==> config.mk <==
export PLATFORM = sky130hd
export DESIGN_NAME = ball_move
export DESIGN_NICKNAME = d
export VERILOG_FILES = /design/src/rtl/pong_pkg.sv /design/src/rtl/ball_paddle_hit.sv /design/src/rtl/ball_move.sv
export SDC_FILE = /design/constraint.sdc
export NUM_CORES = 1
export LEC_CHECK = 0
export ABC_AREA = 1
export CORE_AREA = 3 3 177 196
export DETAILED_ROUTE_END_ITERATION = 7
export DIE_AREA = 0 0 180 199
export HOLD_SLACK_MARGIN = 0.05
export PLACE_DENSITY = 0.58
export SYNTH_ARGS = -nofsm -noshare
export SYNTH_HDL_FRONTEND = slang
export SYNTH_SLANG_ARGS = --single-unit
==> constraint.sdc <==
create_clock -name clk -period 6.63 [get_ports clk]
set_input_delay 0.663 -clock clk [delete_from_list [all_inputs] [get_ports clk]]
set_output_delay 0.663 -clock clk [all_outputs]
set_load 0.02 [all_outputs]
==> src/rtl/pong_pkg.sv <==
// Shared pong playfield geometry, ball FSM encoding and helpers for the
// 15-bit signed arithmetic used by the ball physics.
package pong_pkg;

    localparam int COORD_W = 13;
    localparam int SW      = 15;
    localparam int SPD_W   = 6;
    localparam int HOLD_W  = 6;

    localparam logic [COORD_W-1:0] FIELD_W    = 13'd2560;
    localparam logic [COORD_W-1:0] FIELD_H    = 13'd1920;
    localparam logic [COORD_W-1:0] BALL_R     = 13'd16;
    localparam logic [COORD_W-1:0] PADDLE_HW  = 13'd16;
    localparam logic [COORD_W-1:0] CENTER_X   = FIELD_W >> 1;
    localparam logic [COORD_W-1:0] CENTER_Y   = FIELD_H >> 1;
    localparam logic [COORD_W-1:0] COORD_ONE  = 13'd1;

    localparam logic [SPD_W-1:0]   SPEED_INIT = 6'd8;
    localparam logic [SPD_W-1:0]   SPEED_STEP = 6'd2;
    localparam logic [SPD_W-1:0]   SPEED_MAX  = 6'd32;

    localparam logic [HOLD_W-1:0]  HOLD_TICKS = 6'd60;
    localparam logic [HOLD_W-1:0]  HOLD_LAST  = HOLD_TICKS - 6'd1;

    typedef enum logic [1:0] {
        IDLE   = 2'd0,
        PLAY   = 2'd1,
        SCORED = 2'd2
    } ball_state_t;

    function automatic logic signed [SW-1:0] coord_s(input logic [COORD_W-1:0] v);
        return signed'({{(SW-COORD_W){1'b0}}, v});
    endfunction

    function automatic logic signed [SW-1:0] speed_s(input logic [SPD_W-1:0] v);
        return signed'({{(SW-SPD_W){1'b0}}, v});
    endfunction

    // Folds a signed intermediate back into 0..limit-1 so outputs never wrap.
    function automatic logic [COORD_W-1:0] clamp_coord(input logic signed [SW-1:0] v,
                                                       input logic [COORD_W-1:0]   limit);
        if (v[SW-1])
            return '0;
        else if (v >= coord_s(limit))
            return limit - COORD_ONE;
        else
            return v[COORD_W-1:0];
    endfunction

    localparam logic signed [SW-1:0] S_ZERO      = '0;
    localparam logic signed [SW-1:0] S_BALL_R    = coord_s(BALL_R);
    localparam logic signed [SW-1:0] S_PADDLE_HW = coord_s(PADDLE_HW);
    localparam logic signed [SW-1:0] S_FIELD_W   = coord_s(FIELD_W);
    localparam logic signed [SW-1:0] S_FIELD_H   = coord_s(FIELD_H);
    localparam logic signed [SW-1:0] S_SPEED_Y   = speed_s(SPEED_INIT);

endpackage

==> src/rtl/ball_paddle_hit.sv <==
// Crossing/overlap test for one paddle face: a hit is this frame's step carrying
// the ball's leading edge from clear of the face onto it while the paddle spans the ball in y.
module ball_paddle_hit
    import pong_pkg::*;
#(
    parameter bit RIGHT_SIDE = 1'b0
) (
    input  logic signed [SW-1:0] i_x,
    input  logic signed [SW-1:0] i_nx,
    input  logic signed [SW-1:0] i_y,
    input  logic signed [SW-1:0] i_pad_x,
    input  logic signed [SW-1:0] i_pad_y,
    input  logic signed [SW-1:0] i_pad_size,
    output logic                 o_hit,
    output logic signed [SW-1:0] o_contact_x
);

    logic signed [SW-1:0] w_face;
    logic signed [SW-1:0] w_dy;
    logic signed [SW-1:0] w_abs_dy;
    logic                 w_was_clear;
    logic                 w_reaches;
    logic                 w_overlap;

    always_comb begin
        w_dy      = i_y - i_pad_y;
        w_abs_dy  = w_dy[SW-1] ? -w_dy : w_dy;
        w_overlap = (w_abs_dy <= (i_pad_size + S_BALL_R));
        if (RIGHT_SIDE) begin
            w_face      = i_pad_x - S_PADDLE_HW;
            w_was_clear = (i_x + S_BALL_R) < w_face;
            w_reaches   = (i_nx + S_BALL_R) >= w_face;
            o_contact_x = w_face - S_BALL_R;
        end else begin
            w_face      = i_pad_x + S_PADDLE_HW;
            w_was_clear = (i_x - S_BALL_R) > w_face;
            w_reaches   = (i_nx - S_BALL_R) <= w_face;
            o_contact_x = w_face + S_BALL_R;
        end
        o_hit = w_was_clear && w_reaches && w_overlap;
    end

endmodule

==> src/rtl/ball_move.sv <==
// Ball physics: owns position, velocity and the serve/play/scored FSM; advances
// once per frame tick, resolving wall bounces, paddle hits and misses.
module ball_move
    import pong_pkg::*;
(
    input  logic               clk,
    input  logic               rst,
    input  logic               tick,
    input  logic               serve,
    input  logic [COORD_W-1:0] paddle_l_x,
    input  logic [COORD_W-1:0] paddle_l_y,
    input  logic [COORD_W-1:0] paddle_r_x,
    input  logic [COORD_W-1:0] paddle_r_y,
    input  logic [COORD_W-1:0] paddle_size,
    output logic [COORD_W-1:0] ball_x,
    output logic [COORD_W-1:0] ball_y,
    output logic               in_play,
    output logic               score_l,
    output logic               score_r
);

    ball_state_t          r_state, w_state;
    logic [COORD_W-1:0]   r_x, r_y, w_x, w_y;
    logic                 r_dir_x, r_dir_y, w_dir_x, w_dir_y;   // 1 = increasing coordinate
    logic [SPD_W-1:0]     r_speed, w_speed, w_speed_hit;
    logic [HOLD_W-1:0]    r_hold, w_hold;
    logic                 r_score_l, r_score_r, w_score_l, w_score_r;
    logic signed [SW-1:0] w_cx, w_cy, w_nx, w_ny, w_ry;
    logic                 w_ry_up;
    logic                 w_hit_l, w_hit_r;
    logic signed [SW-1:0] w_contact_l, w_contact_r;

    always_comb begin
        w_cx = coord_s(r_x);
        w_cy = coord_s(r_y);
        w_nx = r_dir_x ? (w_cx + speed_s(r_speed)) : (w_cx - speed_s(r_speed));
        w_ny = r_dir_y ? (w_cy + S_SPEED_Y) : (w_cy - S_SPEED_Y);
        if ((w_ny - S_BALL_R) <= S_ZERO) begin
            w_ry    = S_BALL_R;
            w_ry_up = 1'b1;
        end else if ((w_ny + S_BALL_R) >= S_FIELD_H) begin
            w_ry    = S_FIELD_H - S_BALL_R;
            w_ry_up = 1'b0;
        end else begin
            w_ry    = w_ny;
            w_ry_up = r_dir_y;
        end
        w_speed_hit = (r_speed >= (SPEED_MAX - SPEED_STEP)) ? SPEED_MAX : (r_speed + SPEED_STEP);
    end

    ball_paddle_hit #(.RIGHT_SIDE(1'b0)) u_hit_l (
        .i_x         (w_cx),
        .i_nx        (w_nx),
        .i_y         (w_ry),
        .i_pad_x     (coord_s(paddle_l_x)),
        .i_pad_y     (coord_s(paddle_l_y)),
        .i_pad_size  (coord_s(paddle_size)),
        .o_hit       (w_hit_l),
        .o_contact_x (w_contact_l)
    );

    ball_paddle_hit #(.RIGHT_SIDE(1'b1)) u_hit_r (
        .i_x         (w_cx),
        .i_nx        (w_nx),
        .i_y         (w_ry),
        .i_pad_x     (coord_s(paddle_r_x)),
        .i_pad_y     (coord_s(paddle_r_y)),
        .i_pad_size  (coord_s(paddle_size)),
        .o_hit       (w_hit_r),
        .o_contact_x (w_contact_r)
    );

    always_comb begin
        w_state   = r_state;
        w_x       = r_x;
        w_y       = r_y;
        w_dir_x   = r_dir_x;
        w_dir_y   = r_dir_y;
        w_speed   = r_speed;
        w_hold    = r_hold;
        w_score_l = 1'b0;
        w_score_r = 1'b0;
        unique case (r_state)
            IDLE: begin
                if (serve) w_state = PLAY;
            end
            PLAY: begin
                if (tick) begin
                    w_y     = clamp_coord(w_ry, FIELD_H);
                    w_dir_y = w_ry_up;
                    if (!r_dir_x) begin
                        if (w_hit_l) begin
                            w_x     = clamp_coord(w_contact_l, FIELD_W);
                            w_dir_x = 1'b1;
                            w_speed = w_speed_hit;
                        end else if ((w_nx - S_BALL_R) <= S_ZERO) begin
                            w_x       = BALL_R;
                            w_score_r = 1'b1;
                            w_state   = SCORED;
                        end else begin
                            w_x = clamp_coord(w_nx, FIELD_W);
                        end
                    end else begin
                        if (w_hit_r) begin
                            w_x     = clamp_coord(w_contact_r, FIELD_W);
                            w_dir_x = 1'b0;
                            w_speed = w_speed_hit;
                        end else if ((w_nx + S_BALL_R) >= S_FIELD_W) begin
                            w_x       = FIELD_W - BALL_R;
                            w_score_l = 1'b1;
                            w_state   = SCORED;
                        end else begin
                            w_x = clamp_coord(w_nx, FIELD_W);
                        end
                    end
                end
            end
            SCORED: begin
                // dir_x still points at the side that missed, so the next serve heads there.
                if (tick) begin
                    if (r_hold == HOLD_LAST) begin
                        w_state = IDLE;
                        w_x     = CENTER_X;
                        w_y     = CENTER_Y;
                        w_speed = SPEED_INIT;
                        w_hold  = '0;
                    end else begin
                        w_hold = r_hold + HOLD_W'(1);
                    end
                end
            end
            default: w_state = IDLE;
        endcase
    end

    always_ff @(posedge clk or posedge rst) begin
        if (rst) begin
            r_state   <= IDLE;
            r_x       <= CENTER_X;
            r_y       <= CENTER_Y;
            r_dir_x   <= 1'b1;
            r_dir_y   <= 1'b1;
            r_speed   <= SPEED_INIT;
            r_hold    <= '0;
            r_score_l <= 1'b0;
            r_score_r <= 1'b0;
        end else begin
            r_state   <= w_state;
            r_x       <= w_x;
            r_y       <= w_y;
            r_dir_x   <= w_dir_x;
            r_dir_y   <= w_dir_y;
            r_speed   <= w_speed;
            r_hold    <= w_hold;
            r_score_l <= w_score_l;
            r_score_r <= w_score_r;
        end
    end

    assign ball_x  = r_x;
    assign ball_y  = r_y;
    assign in_play = (r_state == PLAY);
    assign score_l = r_score_l;
    assign score_r = r_score_r;

endmodule

# --- After elaboration in Yosys (flattened, before gate mapping) ---
# Index checks and enable logic that the tools add are counted.
op_classes:
  n_addsub: 21
  magnitude_cmp: 15
  eq_ne: 13
  mux: 61
  n_reduce_logical: 13
op_table:
  columns: ["cell", "count"]
  rows:
  - ["$mux 13", 19]
  - ["$mux 15", 6]
  - ["$ge 15x13->1 const B", 4]
  - ["$pmux 13 s2", 2]
  - ["$mux 6", 8]
  - ["$add 15x6->15 const B", 3]
  - ["$le 15x15->1", 3]
  - ["$sub 15x6->15 const B", 3]
  - ["$add 13x5->14 const B", 3]
  - ["$ge 15x12->1 const B", 2]
  - ["$le 15x1->1 const B", 2]
  - ["$neg 15->15", 2]
  - ["$sub 15x14->15", 2]
  - ["$sub 13x5->14 const B", 2]
  - ["$mux 2", 9]
  - ["$ge 15x15->1", 1]
  - ["$gt 15x15->1", 1]
  - ["$lt 15x15->1", 1]
  - ["$mux 1", 15]
  - ["$add 13x4->14 const B", 1]
  - ["$add 13x6->14", 1]
  - ["$sub 13x4->14 const B", 1]
  - ["$sub 13x6->14", 1]
  - ["$pmux 6 s2", 1]
  - ["other kinds (19)", 30]
totals:
  regBits: 44
  in_bits: 69
  out_inout_bits: 29
  word_cells: 132

# --- Logic depth before layout (Yosys ltp) ---
logic_depth:
  word_depth: 15
  mapped_depth: 50
  mapped_depth_nobuf: 50

# --- By module ---
# Synthesis repeated with hierarchy kept, for this count alone.
unflattened:
  hier_cells: 1891
  area_unflattened_um2: 11172.0
by_module_without_submodules:
  columns: ["module", "instances", "cells_per_inst", "area_each_um2", "seq_area_each_um2"]
  rows:
  - ["ball_move", 1, 742, 4503.1, 1087.3]
  - ["ball_paddle_hit (u_hit_r)", 1, 565, 3343.2, 0.0]
  - ["ball_paddle_hit (u_hit_l)", 1, 584, 3325.7, 0.0]

# --- Least setup slack after synthesis ---
# Ideal clock, no wire load.
synth_timing:
  path_type: "reg2reg"
  from: "register r_y[3] (netlist: ball_y[3])"
  to: "register r_x[7] (netlist: ball_x[7])"
  setup_ps: 66
  t_arrival_ps: 5558
  required_time_ps: 6564
  path_slack_ps: 1006
  path_stages_with_launch: 47
  path_buffers: 2
  period_less_slack_ps: 5624
  path_cell_list: "dfrtp_1 inv_1 ha_1 xnor2_1 inv_1 a21oi_1 nand2_1 nand2_1 nand3_1 nand2_2 nand2_2 buf_6 a31oi_1 ha_1 nand2_1 inv_1 nand2_1 nand2_1 [... 11 more ...] o21ai_0 a21oi_1 o21bai_1 a21oi_1 nor2_1 o21a_1 nor2_1 o21ai_0 nand2_1 nand2_1 nand2_1 nand3_1 inv_1 clkbuf_1 o211ai_1 nand3_1 nand3_1 nand2_1"
synth_between:
  elab_chain_len: 15
  elab_cells_between_ends: 24
  classes_between: "add/sub: 8; order compare: 4; mux: 10; reduce/logical: 2"
synth_rtl:
  columns: ["element", "line_no", "text"]
  rows:
  - ["from (decl)", "ball_move.sv:23", "logic [COORD_W-1:0] r_x, r_y, w_x, w_y;"]
  - ["from (signal assigned)", "ball_move.sv:150", "r_y <= w_y;"]
  - ["$sub 13x4->14 / $add 13x4->14 (equally long branches)", "ball_move.sv:37", "w_ny = r_dir_y ? (w_cy + S_SPEED_Y) : (w_cy - S_SPEED_Y);"]
  - ["$mux 15 (*)", "ball_move.sv:37", null]
  - ["$add 15x6->15", "ball_move.sv:41", "end else if ((w_ny + S_BALL_R) >= S_FIELD_H) begin"]
  - ["$ge 15x12->1", "ball_move.sv:41", null]
  - ["$mux 15", "ball_move.sv:41", null]
  - ["$mux 15 (*)", "ball_move.sv:38", "if ((w_ny - S_BALL_R) <= S_ZERO) begin"]
  - ["$sub 15x14->15", "ball_paddle_hit.sv:26", "w_dy = i_y - i_pad_y;"]
  - ["$neg 15->15", "ball_paddle_hit.sv:27", "w_abs_dy = w_dy[SW-1] ? -w_dy : w_dy;"]
  - ["$mux 15", "ball_paddle_hit.sv:27", null]
  - ["$le 15x15->1", "ball_paddle_hit.sv:28", "w_overlap = (w_abs_dy <= (i_pad_size + S_BALL_R));"]
  - ["$logic_and 1x1->1", "ball_paddle_hit.sv:40", "o_hit = w_was_clear && w_reaches && w_overlap;"]
  - ["$mux 13, on equally long branches", "ball_move.sv:92, ball_move.sv:104", null]
  - ["$mux 13 (*)", "ball_move.sv:91", "if (!r_dir_x) begin"]
  - ["$mux 13 (*)", "ball_move.sv:88", "if (tick) begin"]
  - ["$pmux 13 s2 (*)", "ball_move.sv:83", "unique case (r_state)"]
  - ["to (signal assigned)", "ball_move.sv:149", "r_x <= w_x;"]
  - ["to (decl)", "ball_move.sv:23", null]
# Mark *: on every way between the ends. The rest lies on a longest branch, timed or not. The select of a mux whose other input is x is not followed.
# A chain may end at the register's enable or synchronous reset.

# --- Worst setup path after layout ---
layout_timing:
  from: "register r_y[3] (netlist: ball_y[3])"
  to: "register r_x[0] (netlist: ball_x[0])"
# Same word-level chain as after synthesis.

==> results.toml <==
[routing]
wirelength_mm = 32.7
via_count = 10700
wl_per_cell_um = 15.2
ant_nets = 0
via_per_inst = 4.98
drc = 0
drtIter0Drc = 888
first_pass_iters = 6

[logic_synthesis]
seq_area_frac_synth_pct = 11.1
syn_area_um2 = 9810
postSynth.asyncResetShare_pct = 100
synth-main-ff-cell = "dfrtp_1"
synthCells = 1617
synth_edf_count = 0
synth_area_per_cell_um2 = 6.07
ys_types = 60
ys_seq_elements = 43
yosys_warnings = 0

[setup_path]
slowest_stage = "dfrtp_2"
required_ns = 6.79
worstSetupEndpoint = "ball_x[0]"
slowest_delay_ns = 0.47
r2r_cells = 49
regToRegEndpoint = "ball_x[0]"
crit_start = "ball_y[3]"
cp.arrival_ns = 6.17
path_max_fanout = 10
reg2reg_slack_ns = 0.61
crit_path_end_kind = "flip-flop"
critPathMostFrequentCell = "nand2_1"
critPathLaunchType = "flip-flop"
r2r_start = "ball_y[3]"
critPathKind = "flip-flop to flip-flop"

[min_path]
hp-class = "flip-flop to flip-flop"

[timing]
max-slew-margin-rel_pct = 31.9
max_clock_freq_ghz = 0.166
min_period_over_period_pct = 90.7
setup_viol = 0
worstMarginPinSlew_ns = 1.02
finClkSkew_ns = 0.00564
layout_min_cycle_time_ns = 6.02
slew_viol_final = 0
timing.final.ws_setup_ns = 0.614
hold_violations = 0

[global_route]
grt_first_pass_wirelength_mm = 51.7
grt-ovfl-total = 0
antenna_found_initial = 2
grt_max_degree = 44
track_usage_pct = 17.6
grt_pass1_vias = 10000

[placed_design]
gp_congestion = 0.900
dp_slack_ns = 0.236
place_inst = 2135
place_area_um2 = 11300
hpwl_mm = 27.2
io_buffers = 97

[pwr]
power_density_nw_per_um2 = 563
leakagePower_uw = 0.00600
finalPower_uw = 6520
ir_worst_vdd_uv = 179

[layout]
nFillCells = 3540
diodes = 0
nets = 1924
drive_above_1_share_pct = 8.22
fin_area_um2 = 11600
utilization_pct = 35.1
synthToLayoutAreaGrowth_pct = 17.9
regArea_um2 = 1090
multi_input_area_um2 = 7690
fin_cells = 2148

[floorplan]
die_w_um = 180
start_util_pct = 29.7
dieArea_um2 = 35800
ioPinCount = 98
fp.coreArea_um2 = 33000
num_rows = 70
die_h_um = 199

[cts]
cts_hold_buf = 0
clk_pin_slew_ns = 0.07
cts_buffer_depth = 2
clock_sinks = 43
clk_latency_ns = 0.29
cts_root_buffer = "clkbuf_16"
cts_tree = "done"
htree_levels = 2
cts_buffers = 5

[job]
maxCapViolCount = 0

[status]
outcome = "completed"
[registers in the layout, indices dropped and copies added (netlist names), 2 cells and up]
signal and count:
ball_x 13, r_speed 5, ball_y 13, r_hold 6, r_state 2
[Yosys cell counts (6+ instances only)]
master,instances,area [µm²]
nand2_2,28,175
nor3_1,23,115
clkbuf_1,8,30.0
a21o_1,8,60.1
dfstp_2,9,236
inv_1,248,931
o21ai_1,10,50.1
ha_1,139,1740
nor2_1,145,544
o211ai_1,6,45.0
inv_2,12,45.0
a21oi_1,92,460
nand2_1,404,1520
o21ai_0,61,305
xor2_1,55,482
nor2_2,18,113
a31oi_1,8,50.1
nand3b_1,12,90.1
dfrtp_1,34,851
nand3_1,135,676
nand4_1,44,275
xnor2_1,22,193
nand3_2,11,110
[cell type report]
| cell class | count | share of cell area [%] |
|---|---|---|
| clock buffers | 5 | 1.08 |
| clock inverters | 3 | 0.584 |
| repair inverters | 1 | 0.0649 |
| multi-input cells | 1292 | 66.5 |
| repair buffers | 107 | 9.04 |
| inverters | 265 | 8.65 |
| well taps | 432 | 4.67 |
| flip-flops and latches | 43 | 9.44 |
[per-stage QoR]
stage                     TNS, ns  hold slack [ns]
final                           0            0.532
after global routing      -0.0738            0.558
after CTS                       0            0.536
after detailed placement        0            0.522
after global placement          0            0.516
after floorplan                 0            0.478
[worst min-delay path by stage]
stage          startpoint    endpoint  slack [ns]  depth (start not counted)
2_1_floorplan  r_speed[5]  r_speed[5]        0.48                          2
3_3_place_gp   r_state[0]  r_state[0]        0.52                          2
3_5_place_dp   r_state[0]  r_state[0]        0.52                          2
4_1_cts        r_state[0]  r_state[0]        0.54                          2
5_1_grt        r_state[0]  r_state[0]        0.56                          2
6_report       r_state[0]  r_state[0]        0.53                          2
[cell families after synthesis]
kind of cell	after synthesis	share of synthesized area [%]
other cells	2	0.0765
fa+ha+maj	140	17.9
buf+inv	286	11.4
simple gates	847	39.2
xor+xnor	83	7.98
compound gates	215	12.3
flops	43	11.1
mux	1	0.102
[worst max-delay path, delay by kind of cell (launching register included)]
family          cells  cell delay, ns
simple gates       30            2.72
compound gates      8            0.90
buf+inv             7            0.85
xor+xnor            1            0.15
flops               1            0.47
fa+ha+maj           3            0.80
[placed cells by master (no fill, tap or decap), drive strengths merged, types with 3 or more instances in the layout]
cell	instances
nand2	436
inv	260
nor2	165
nand3	147
ha	139
clkdlybuf4s50	97
a21oi	95
o21ai	73
xor2	61
nand4	45
dfrtp	34
nor3	25
xnor2	22
nand3b	13
buf	10
dfstp	9
a21o	8
a31oi	8
o211ai	6
o21bai	5
a211oi	5
nor4	5
conb	5
clkbuf	5
or2	4
clkinv	4
o22ai	4
and3	3
clkinvlp	3
[timing repair]
| item | in CTS | in global routing |
|---|---|---|
| endpoints found under the hold margin | 0 | 0 |
| setup endpoints to repair | 0 | 22 |
| buffers inserted | 0 | 3 |
| gates resized for setup | 0 | 21 |
[routing by layer]
layer	share of wire [%]	global-route usage, %	routed length [µm]
met1	46	23.5	14900
met2	47	30.4	15300
met3	4.9	1.79	1600
met4	2.6	4.84	858
met5	0.064	0	21
[where the power goes]
part	total, µW	switching (µW)	internal, µW
Sequential	585	204	380
Combinational	5610	3630	1980
Clock	325	109	216
Total	6520	3940	2580
No activity file was read; power rests on OpenSTA's default activity.
==> variant, RTL diff (config.mk and constraints unchanged) <==
Add an input register stage for `paddle_r_y`, with the module's reset; this delays it by one clock. The other inputs are not delayed to match.
--- a/src/rtl/ball_move.sv
+++ b/src/rtl/ball_move.sv
@@ -18,6 +18,16 @@
     output logic               score_l,
     output logic               score_r
 );
+
+    logic [COORD_W-1:0] paddle_r_y_q;
+
+    always_ff @(posedge clk or posedge rst) begin
+        if (rst) begin
+            paddle_r_y_q <= '0;
+        end else begin
+            paddle_r_y_q <= paddle_r_y;
+        end
+    end
 
     ball_state_t          r_state, w_state;
     logic [COORD_W-1:0]   r_x, r_y, w_x, w_y;
@@ -64,7 +74,7 @@
         .i_nx        (w_nx),
         .i_y         (w_ry),
         .i_pad_x     (coord_s(paddle_r_x)),
-        .i_pad_y     (coord_s(paddle_r_y)),
+        .i_pad_y     (coord_s(paddle_r_y_q)),
         .i_pad_size  (coord_s(paddle_size)),
         .o_hit       (w_hit_r),
         .o_contact_x (w_contact_r)
Formal check against the unedited RTL: not equivalent (a bounded check fails within 4 cycles, from zero or initial values and one cycle with rst high).
==> variant against the original RTL <==
  * Synthesized cell count fell by 0.68%
  * Die area unchanged
  * Routed wire length barely moved
  * Fmax shrank 3.0%
  * Area after synthesis rose by 2.5%
  * Sequential cell count is 13 higher
  * Worst setup slack got worse by 190 ps
  * Final area is 2.9% higher
  * Power decreased by 4.4%
==> variant: results (changes against the original RTL) <==
status completed (unchanged); fillers 3579 (was 3540); sequential fraction of the synthesis area 0.140 (was 0.111); layout cell share with drive strength beyond 1 0.0769 (was 0.0822); Synth Flop Type dfrtp_1 (unchanged); yosys synthesis warning count 0 (unchanged); worst hold path startpoint r_hold[5] (was r_state[0]); initial DRC count 666 (was 888); Via density 5.01 (was 4.98); vias in the first global route 10200 (was 10000); post-DP HPWL 27.2 mm (about the same); worst slew pin tran 854 ps (was 1020 ps); CP max FO 11 (was 10); Hold WS 512 ps (was 532 ps); clk_skew 8.28 ps (was 5.64 ps); largest net degree at the start of global routing 57 (was 44); Clock Latency Late Sink 310 ps (was 290 ps); Total Wirelength 32.7 mm (about the same); peak supply drop 0.000240 V (was 0.000179 V); Final Wtd Congestion 0.904 (was 0.900); Reg2Reg Depth 38 (was 49); hold endpoint r_hold[5] (was r_state[0]); largest cells by area after synthesis ha_1, nand2_1, dfrtp_1, inv_1, nand3_1 (was ha_1, nand2_1, inv_1, dfrtp_1, nand3_1); worst stage delay on the critical path 440 ps (was 470 ps); Critical R2R Capture ball_x[11] (was ball_x[0]); Critical Path AT 6450 ps (was 6170 ps); Netlist cell types 57 (was 60); hold path depth 2 (unchanged); Tot GR Track Use 0.178 (was 0.176); initial antenna violation count 0 (was 2); placed inst area 11600 um2 (was 11300 um2); reg2reg setup slack 430 ps (was 610 ps); Clock Tree Root clkbuf_16 (unchanged); Hold Crit Class reg -> reg (unchanged); Layout Nets 1923 (was 1924); Detailed Routing Iterations Pass 1 7 (was 6); Inserted Diodes 0 (unchanged); Crit-path slowest cell dfrtp_1 (was dfrtp_2); Post-synth top cells nand2_1, inv_1, ha_1 (was nand2_1, inv_1, nor2_1); # port buffers 97 (unchanged); Leak Pwr 6.31 nW (was 6.00 nW); first-pass GRT wire length 52.6 mm (was 51.7 mm); area of the multi-input gates 7590 um2 (was 7690 um2); CP top delay family compound AO/OA/AOI/OAI gates (was simple AND/OR/NAND/NOR gates); Critical R2R Launch ball_y[4] (was ball_y[3]); Longest Clk Path Bufs 2 (unchanged)
[variant: cell count changes in the layout (fill, tap and decap cells not counted), moves of 8 or more]
cell     change
xnor2_1      -8
xor2_1      +10
nand3_1     -17
nand2_1     -13
inv_1       +14
nor2_2       -9
o21ai_0     +10
buf_4       +14
dfrtp_1     +14
inv_2        -8
nor2_1      -10
[variant: what timing repair did]
action	4_1_cts	5_1_grt
setup buffers	0	9
resized for setup	0	21
hold buffers	0	0
endpoints found under the setup margin	0	21
[variant: logic make-up after synthesis]
| kind of cell | share of synthesized area |
|---|---|
| flops | 0.140 |
| simple gates | 0.365 |
| other cells | 0.000747 |
| buf+inv | 0.113 |
| xor+xnor | 0.0769 |
| compound gates | 0.132 |
| fa+ha+maj | 0.172 |
[variant: cell type report]
class | count | area share
multi-input cells | 1258 | 0.637
clock buffers | 5 | 0.0105
well taps | 432 | 0.0454
repair buffers | 122 | 0.0983
inverters | 273 | 0.0875
flip-flops and latches | 56 | 0.119
clock inverters | 3 | 0.00242
[variant: layer usage]
| metal | vias to the layer above | routed length, um | GRT usage |
|---|---|---|---|
| li1 | 5459 | - | - |
| met1 | 4927 | 14400 | 0.226 |
| met2 | 333 | 15900 | 0.326 |
| met3 | 52 | 1510 | 0.0132 |
| met4 | 0 | 907 | 0.0496 |
| met5 | - | 0 | 0 |
[variant: worst max path at each step]
| stage | startpoint | to | cells past startpoint |
|---|---|---|---|
| 3_5_place_dp | r_dir_y | ball_x[11] | 38 |
| 6_report | ball_y[4] | ball_x[11] | 38 |
| 2_1_floorplan | ball_y[3] | r_speed[4] | 39 |
| 4_1_cts | r_dir_y | ball_x[11] | 38 |
| 3_3_place_gp | r_dir_y | ball_x[11] | 38 |
| 5_1_grt | ball_y[4] | ball_x[11] | 38 |
[variant: metrics by stage]
| stage | total power [mW] | std cells | setup TNS [ps] | setup WS (ps) |
|---|---|---|---|---|
| 2_1_floorplan | 4.40 | 1609 | 0 | 816 |
| 3_3_place_gp | 5.79 | 2132 | 0 | 107 |
| 3_5_place_dp | 5.84 | 2132 | 0 | 110 |
| 4_1_cts | 6.17 | 2140 | 0 | 71.2 |
| 5_1_grt | 6.99 | 2149 | -77.3 | -42.2 |
| 6_report | 6.23 | 2149 | 0 | 426 |
[variant: report_power, final]
| part | total (mW) | switching, mW | internal, mW | leakage, nW |
|---|---|---|---|---|
| Clock | 0.295 | 0.148 | 0.146 | 0.0767 |
| Sequential | 0.650 | 0.191 | 0.460 | 0.681 |
| Combinational | 5.29 | 3.40 | 1.89 | 5.55 |
[variant: tightest hold or removal path: stages, from the launching register on]
cell and delay, ps:
dfrtp_1 340, o21ai_0 80, inv_1 60
